[src/rtl/slc3_mem_sequencer.sv]
// SLC-3 memory sequencer: level-held Mem_OE/Mem_WE to timed async SRAM cycles.
// Define MEM_MMIO_EN to decode MAR=16'hFFFF as switches (read) / hex display (write).
module slc3_mem_sequencer #(
  parameter int RD_WAIT = 2,
  parameter int WR_WAIT = 2,
  parameter int ADDR_W  = 20
) (
  input  logic              Clk,
  input  logic              Reset,
  input  logic              Mem_OE,
  input  logic              Mem_WE,
  input  logic [15:0]       MAR,
  input  logic [15:0]       MDR,
  output logic [15:0]       Data_to_CPU,
  output logic              Mem_Ready,
  output logic [ADDR_W-1:0] SRAM_ADDR,
  output logic              SRAM_CE_N,
  output logic              SRAM_OE_N,
  output logic              SRAM_WE_N,
  output logic              SRAM_UB_N,
  output logic              SRAM_LB_N,
  input  logic [15:0]       SRAM_Din,
  output logic [15:0]       SRAM_Dout,
  output logic              SRAM_Drive,
  input  logic [15:0]       Switches,
  output logic [15:0]       HEX_Data
);

  if (RD_WAIT < 1 || RD_WAIT > 15 || WR_WAIT < 1 ||
      WR_WAIT > 15 || ADDR_W < 16) begin : g_bad_param
    $error("slc3_mem_sequencer: illegal parameter value");
  end

  typedef enum logic [2:0] {
    IDLE, RD_ACC, RD_DONE, WR_SETUP, WR_ACC, WR_HOLD, RELEASE
  } state_t;

  state_t      state_q, state_d;
  logic [3:0]  cnt_q, cnt_d;
  logic [15:0] addr_q, addr_d;
  logic [15:0] wdata_q, wdata_d;
  logic [15:0] data_q, data_d;
  logic [15:0] hex_q, hex_d;
  logic        ce_n_q, ce_n_d;
  logic        oe_n_q, oe_n_d;
  logic        we_n_q, we_n_d;
  logic        be_n_q, be_n_d;
  logic        drive_q, drive_d;
  logic        ready_q, ready_d;
  logic        mmio_hit;
  logic [15:0] sw_sync;

`ifdef MEM_MMIO_EN
  logic [15:0] sw_meta_q, sw_sync_q;

  always_ff @(posedge Clk or posedge Reset) begin
    if (Reset) begin
      sw_meta_q <= '0;
      sw_sync_q <= '0;
    end else begin
      sw_meta_q <= Switches;
      sw_sync_q <= sw_meta_q;
    end
  end

  assign mmio_hit = (MAR == 16'hFFFF);
  assign sw_sync  = sw_sync_q;
`else
  logic unused_sw;
  assign unused_sw = ^Switches;
  assign mmio_hit  = 1'b0;
  assign sw_sync   = '0;
`endif

  always_comb begin
    state_d = state_q;
    cnt_d   = cnt_q;
    addr_d  = addr_q;
    wdata_d = wdata_q;
    data_d  = data_q;
    hex_d   = hex_q;
    ce_n_d  = 1'b1;
    oe_n_d  = 1'b1;
    we_n_d  = 1'b1;
    be_n_d  = 1'b1;
    drive_d = 1'b0;
    ready_d = 1'b0;
    unique case (state_q)
      IDLE: begin
        if (Mem_WE) begin
          addr_d  = MAR;
          wdata_d = MDR;
          if (mmio_hit) begin
            hex_d   = MDR;
            ready_d = 1'b1;
            state_d = RD_DONE;
          end else begin
            ce_n_d  = 1'b0;
            be_n_d  = 1'b0;
            drive_d = 1'b1;
            state_d = WR_SETUP;
          end
        end else if (Mem_OE) begin
          addr_d = MAR;
          if (mmio_hit) begin
            data_d  = sw_sync;
            ready_d = 1'b1;
            state_d = RD_DONE;
          end else begin
            ce_n_d  = 1'b0;
            oe_n_d  = 1'b0;
            be_n_d  = 1'b0;
            cnt_d   = 4'(RD_WAIT - 1);
            state_d = RD_ACC;
          end
        end
      end
      RD_ACC: begin
        if (cnt_q == 4'd0) begin
          data_d  = SRAM_Din;
          ready_d = 1'b1;
          state_d = RD_DONE;
        end else begin
          cnt_d  = cnt_q - 4'd1;
          ce_n_d = 1'b0;
          oe_n_d = 1'b0;
          be_n_d = 1'b0;
        end
      end
      RD_DONE: state_d = RELEASE;
      WR_SETUP: begin
        ce_n_d  = 1'b0;
        we_n_d  = 1'b0;
        be_n_d  = 1'b0;
        drive_d = 1'b1;
        cnt_d   = 4'(WR_WAIT - 1);
        state_d = WR_ACC;
      end
      WR_ACC: begin
        ce_n_d  = 1'b0;
        be_n_d  = 1'b0;
        drive_d = 1'b1;
        if (cnt_q == 4'd0) begin
          ready_d = 1'b1;
          state_d = WR_HOLD;
        end else begin
          cnt_d  = cnt_q - 4'd1;
          we_n_d = 1'b0;
        end
      end
      WR_HOLD: state_d = RELEASE;
      RELEASE: begin
        // a held strobe must drop before another access is accepted
        if (!Mem_OE && !Mem_WE) state_d = IDLE;
      end
      default: state_d = IDLE;
    endcase
  end

  always_ff @(posedge Clk or posedge Reset) begin
    if (Reset) begin
      state_q <= IDLE;
      cnt_q   <= '0;
      addr_q  <= '0;
      wdata_q <= '0;
      data_q  <= '0;
      hex_q   <= '0;
      ce_n_q  <= 1'b1;
      oe_n_q  <= 1'b1;
      we_n_q  <= 1'b1;
      be_n_q  <= 1'b1;
      drive_q <= 1'b0;
      ready_q <= 1'b0;
    end else begin
      state_q <= state_d;
      cnt_q   <= cnt_d;
      addr_q  <= addr_d;
      wdata_q <= wdata_d;
      data_q  <= data_d;
      hex_q   <= hex_d;
      ce_n_q  <= ce_n_d;
      oe_n_q  <= oe_n_d;
      we_n_q  <= we_n_d;
      be_n_q  <= be_n_d;
      drive_q <= drive_d;
      ready_q <= ready_d;
    end
  end

  assign Data_to_CPU = data_q;
  assign Mem_Ready   = ready_q;
  assign SRAM_ADDR   = ADDR_W'(addr_q);
  assign SRAM_CE_N   = ce_n_q;
  assign SRAM_OE_N   = oe_n_q;
  assign SRAM_WE_N   = we_n_q;
  assign SRAM_UB_N   = be_n_q;
  assign SRAM_LB_N   = be_n_q;
  assign SRAM_Dout   = wdata_q;
  assign SRAM_Drive  = drive_q;
  assign HEX_Data    = hex_q;

endmodule

[config.mk]
export PLATFORM = sky130hd
export DESIGN_NAME = slc3_mem_sequencer
export DESIGN_NICKNAME = d
export VERILOG_FILES = /design/src/rtl/slc3_mem_sequencer.sv
export SDC_FILE = /design/constraint.sdc
export NUM_CORES = 1
export LEC_CHECK = 0
export ABC_AREA = 1
export CAP_MARGIN = 25
export CORE_ASPECT_RATIO = 0.75
export CORE_MARGIN = 4
export CORE_UTILIZATION = 40
export DETAILED_ROUTE_END_ITERATION = 10
export MAX_ROUTING_LAYER = met4
export PLACE_DENSITY = 0.8
export REMOVE_ABC_BUFFERS = 1
export SETUP_SLACK_MARGIN = 0.1
export SKIP_CTS_REPAIR_TIMING = 1
export SYNTH_ARGS = -nofsm -noshare
export SYNTH_HDL_FRONTEND = slang
export SYNTH_SLANG_ARGS = --single-unit
[constraint.sdc]
create_clock -name Clk -period 2.4 [get_ports Clk]
set_input_delay 0.72 -clock Clk [delete_from_list [all_inputs] [get_ports Clk]]
set_output_delay 0.72 -clock Clk [all_outputs]
set_load 0.01 [all_outputs]
==> results.yml <==
run_status:
  status: "complete, no violations"
setup_path:
  worstSetupStartpoint: "SRAM_LB_N$_DFF_PP1_"
  path_max_fanout: 3
  path_depth: 1
  endpoint: "SRAM_LB_N"
  critPathTopFamily: "flip-flops"
  cp-end-kind: "output pin"
  cp.arrival_ns: 1.40
  critPathMaxStageDelay_ns: 0.55
  r2r-start: "state_q[2]$_DFFE_PP0P_"
  critPathLaunchType: "flop"
  r2r_setup_slack_ns: 0.74
  slowest_stage: "dfstp_2"
  worst-path-buf-inv: 1
  critPathRequiredTime_ns: 1.68
  reg2reg_depth: 8
  crit_type: "reg2out"
  r2r-end: "cnt_q[1]$_DFFE_PP0P_"
  path_cells: "clkdlybuf4s50_1"
min_path:
  min_path_cells: 2
  worst_hold_path_type: "reg2reg"
drt:
  wl_mm: 6.81
  drc: 0
  first_pass_iters: 4
  ant_nets: 0
  vias: 2480
  wl_per_cell_um: 13.0
  via_per_inst: 4.74
  drt_iter0_drc: 112
clocking:
  htreeDepth: 3
  clk_pin_slew_worst_paths_ns: 0.07
  cts_tree: "yes"
  numClockSinks: 60
  cts_buffers: 9
  clock_latency_ns: 0.33
  root_buffer: "clkbuf_8"
  clockBufferDepth: 2
finish:
  area_delta_synth_final_pct: 43.6
  diodes: 0
  final-seq-area_um2: 1510
  layout-drive-gt1-share: 0.0979
  fill_cells: 608
  multi_input_comb_area_um2: 1050
  nets: 503
yosys:
  syn-cell-area_um2: 2810
  synth_top_area_frac: 0.507
  synthCells: 327
  synth_flop_cell: "dfrtp_1"
  synth_top_area_cell: "dfrtp_1"
  synth_common_cells: "nand2_1, nand3_1, dfrtp_1"
  syn_avg_cell_area_um2: 8.60
  synth_edf_count: 0
  synthArstFlopShare: 1.00
  synth_cell_type_count: 24
  ys_warn_count: 0
  synthTopCellsByArea: "dfrtp_1, nand2_1, nand3_1"
  synth_seq_cells: 60
  yosysMostFrequentCell: "nand2_1"
  ys_seq_area_frac: 0.535
global_routing:
  track_usage: 0.168
  antenna_found_initial: 0
  grt-ovfl-total: 0
  grt_first_pass_wirelength_mm: 11.1
  grt_pass1_vias: 2390
  grt_max_degree: 45
sta:
  fin_crit_ns: 2.12
  min_period_over_period: 0.884
  finalMaxSlewViolations: 0
  fin_skew_ns: 0.0108
  hold_viol_final: 0
  finalWorstSetupSlack_ns: 0.278
  setup_viol: 0
  fin_setup_tns_ns: 0
  fmax_mhz: 471
  rsz0062_at_grt: "false"
placement:
  gp_congestion: 0.881
  port_buffers: 106
  dpl.hpwl_mm: 4.98
  dpl_worst_slack_ns: 0.285
die:
  start_util: 0.412
  row_count: 26
  ioPinCount: 143
  die_area_um2: 8450
  die_y_um: 80.6
  core_area_um2: 6830
  die_w_um: 105
power:
  ir_worst_vdd_uv: 522
  totalPowerFinal_mw: 5.33
  powerDensity_nw_per_um2: 1320
  p_leak_nw: 2.02
run:
  drv_cap: 0
-- metal layers --
| metal | wire (um) | GRT usage | vias to the layer above |
|---|---|---|---|
| met3 | 491 | 0.0522 | 11 |
| met5 | 0 | - | - |
| met1 | 3020 | 0.200 | 1171 |
| met4 | 125 | 0.0629 | 0 |
| met2 | 3170 | 0.272 | 89 |
| li1 | - | - | 1209 |
-- registers in the layout, indices dropped and copies added (netlist names), 3 cells and up --
signal / cells
state_q: 3
addr_q: 16
SRAM_Dout: 16
cnt_q: 4
Data_to_CPU: 16
-- how the worst min path moves through the flow --
stage,startpoint,slack [ns],endpoint
final,SRAM_Dout[14]$_DFFE_PP0P_,0.47,SRAM_Dout[14]$_DFFE_PP0P_
after global routing,Data_to_CPU[9]$_DFFE_PP0P_,0.49,Data_to_CPU[9]$_DFFE_PP0P_
after CTS,Data_to_CPU[4]$_DFFE_PP0P_,0.47,Data_to_CPU[4]$_DFFE_PP0P_
after detailed placement,Data_to_CPU[3]$_DFFE_PP0P_,0.46,Data_to_CPU[3]$_DFFE_PP0P_
after global placement,Data_to_CPU[9]$_DFFE_PP0P_,0.45,Data_to_CPU[9]$_DFFE_PP0P_
after floorplan,cnt_q[1]$_DFFE_PP0P_,0.45,cnt_q[1]$_DFFE_PP0P_
-- cells by family (layout without fill, tap and decap cells) --
kind of cell / count (synthesis) / in the layout / synth area share
AOI/OAI and AO/OA: 3 / 3 / 0.00623
buffers and inverters: 50 / 143 / 0.117
DFF: 60 / 60 / 0.535
adders and majority gates: 1 / 1 / 0.00445
and+or+nand+nor: 211 / 211 / 0.333
xor gates and xnor gates: 1 / 1 / 0.00312
other: 1 / 20 / 0.00133
-- tightest hold or removal path: stages, from the launching register on --
cell and delay [ns]:
dfrtp_1 0.34, nand2_1 0.05, nand2_1 0.05
-- layout make-up --
type                            count  area share
Tap cell                           84      0.0260
Timing Repair Buffer              112       0.277
Inverter                           15      0.0139
Sequential cell                    60       0.373
Clock buffer                       11      0.0350
Multi-Input combinational cell    236       0.260
Clock inverter                      5      0.0149
-- report_power, final --
part / switching, mW / leakage (nW) / internal (mW) / total [mW]
combinational: 1.37 / 1.18 / 1.25 / 2.62
sequential: 0.296 / 0.741 / 1.51 / 1.81
clock: 0.398 / 0.0999 / 0.512 / 0.910
total: 2.06 / 2.02 / 3.27 / 5.33
-- stage by stage --
stage / area (um2) / util / std cells / hold slack (ns)
finish: 4040 / 0.591 / 523 / 0.472
global route: 4040 / 0.591 / 523 / 0.494
CTS: 4040 / 0.591 / 523 / 0.474
detailed placement: 3830 / 0.561 / 507 / 0.457
global placement: 3830 / 0.561 / 507 / 0.454
floorplan: 2610 / - / 311 / 0.449
-- layout by cell type, fill, tap and decap left out, types with 2 or more instances in the layout --
cell type,Yosys,routed
conb_1,1,20
inv_2,5,6
nor2_4,2,2
clkdlybuf4s50_1,0,106
nand4_1,2,2
clkbuf_8,0,10
nand2_4,3,3
dfrtp_1,57,57
nand2_1,128,128
buf_4,29,5
nor2_1,8,8
nand3_1,59,59
inv_1,10,9
nand2_2,5,5
dfstp_2,3,3
nor2_2,2,2
No activity file was read; power rests on OpenSTA's default activity.
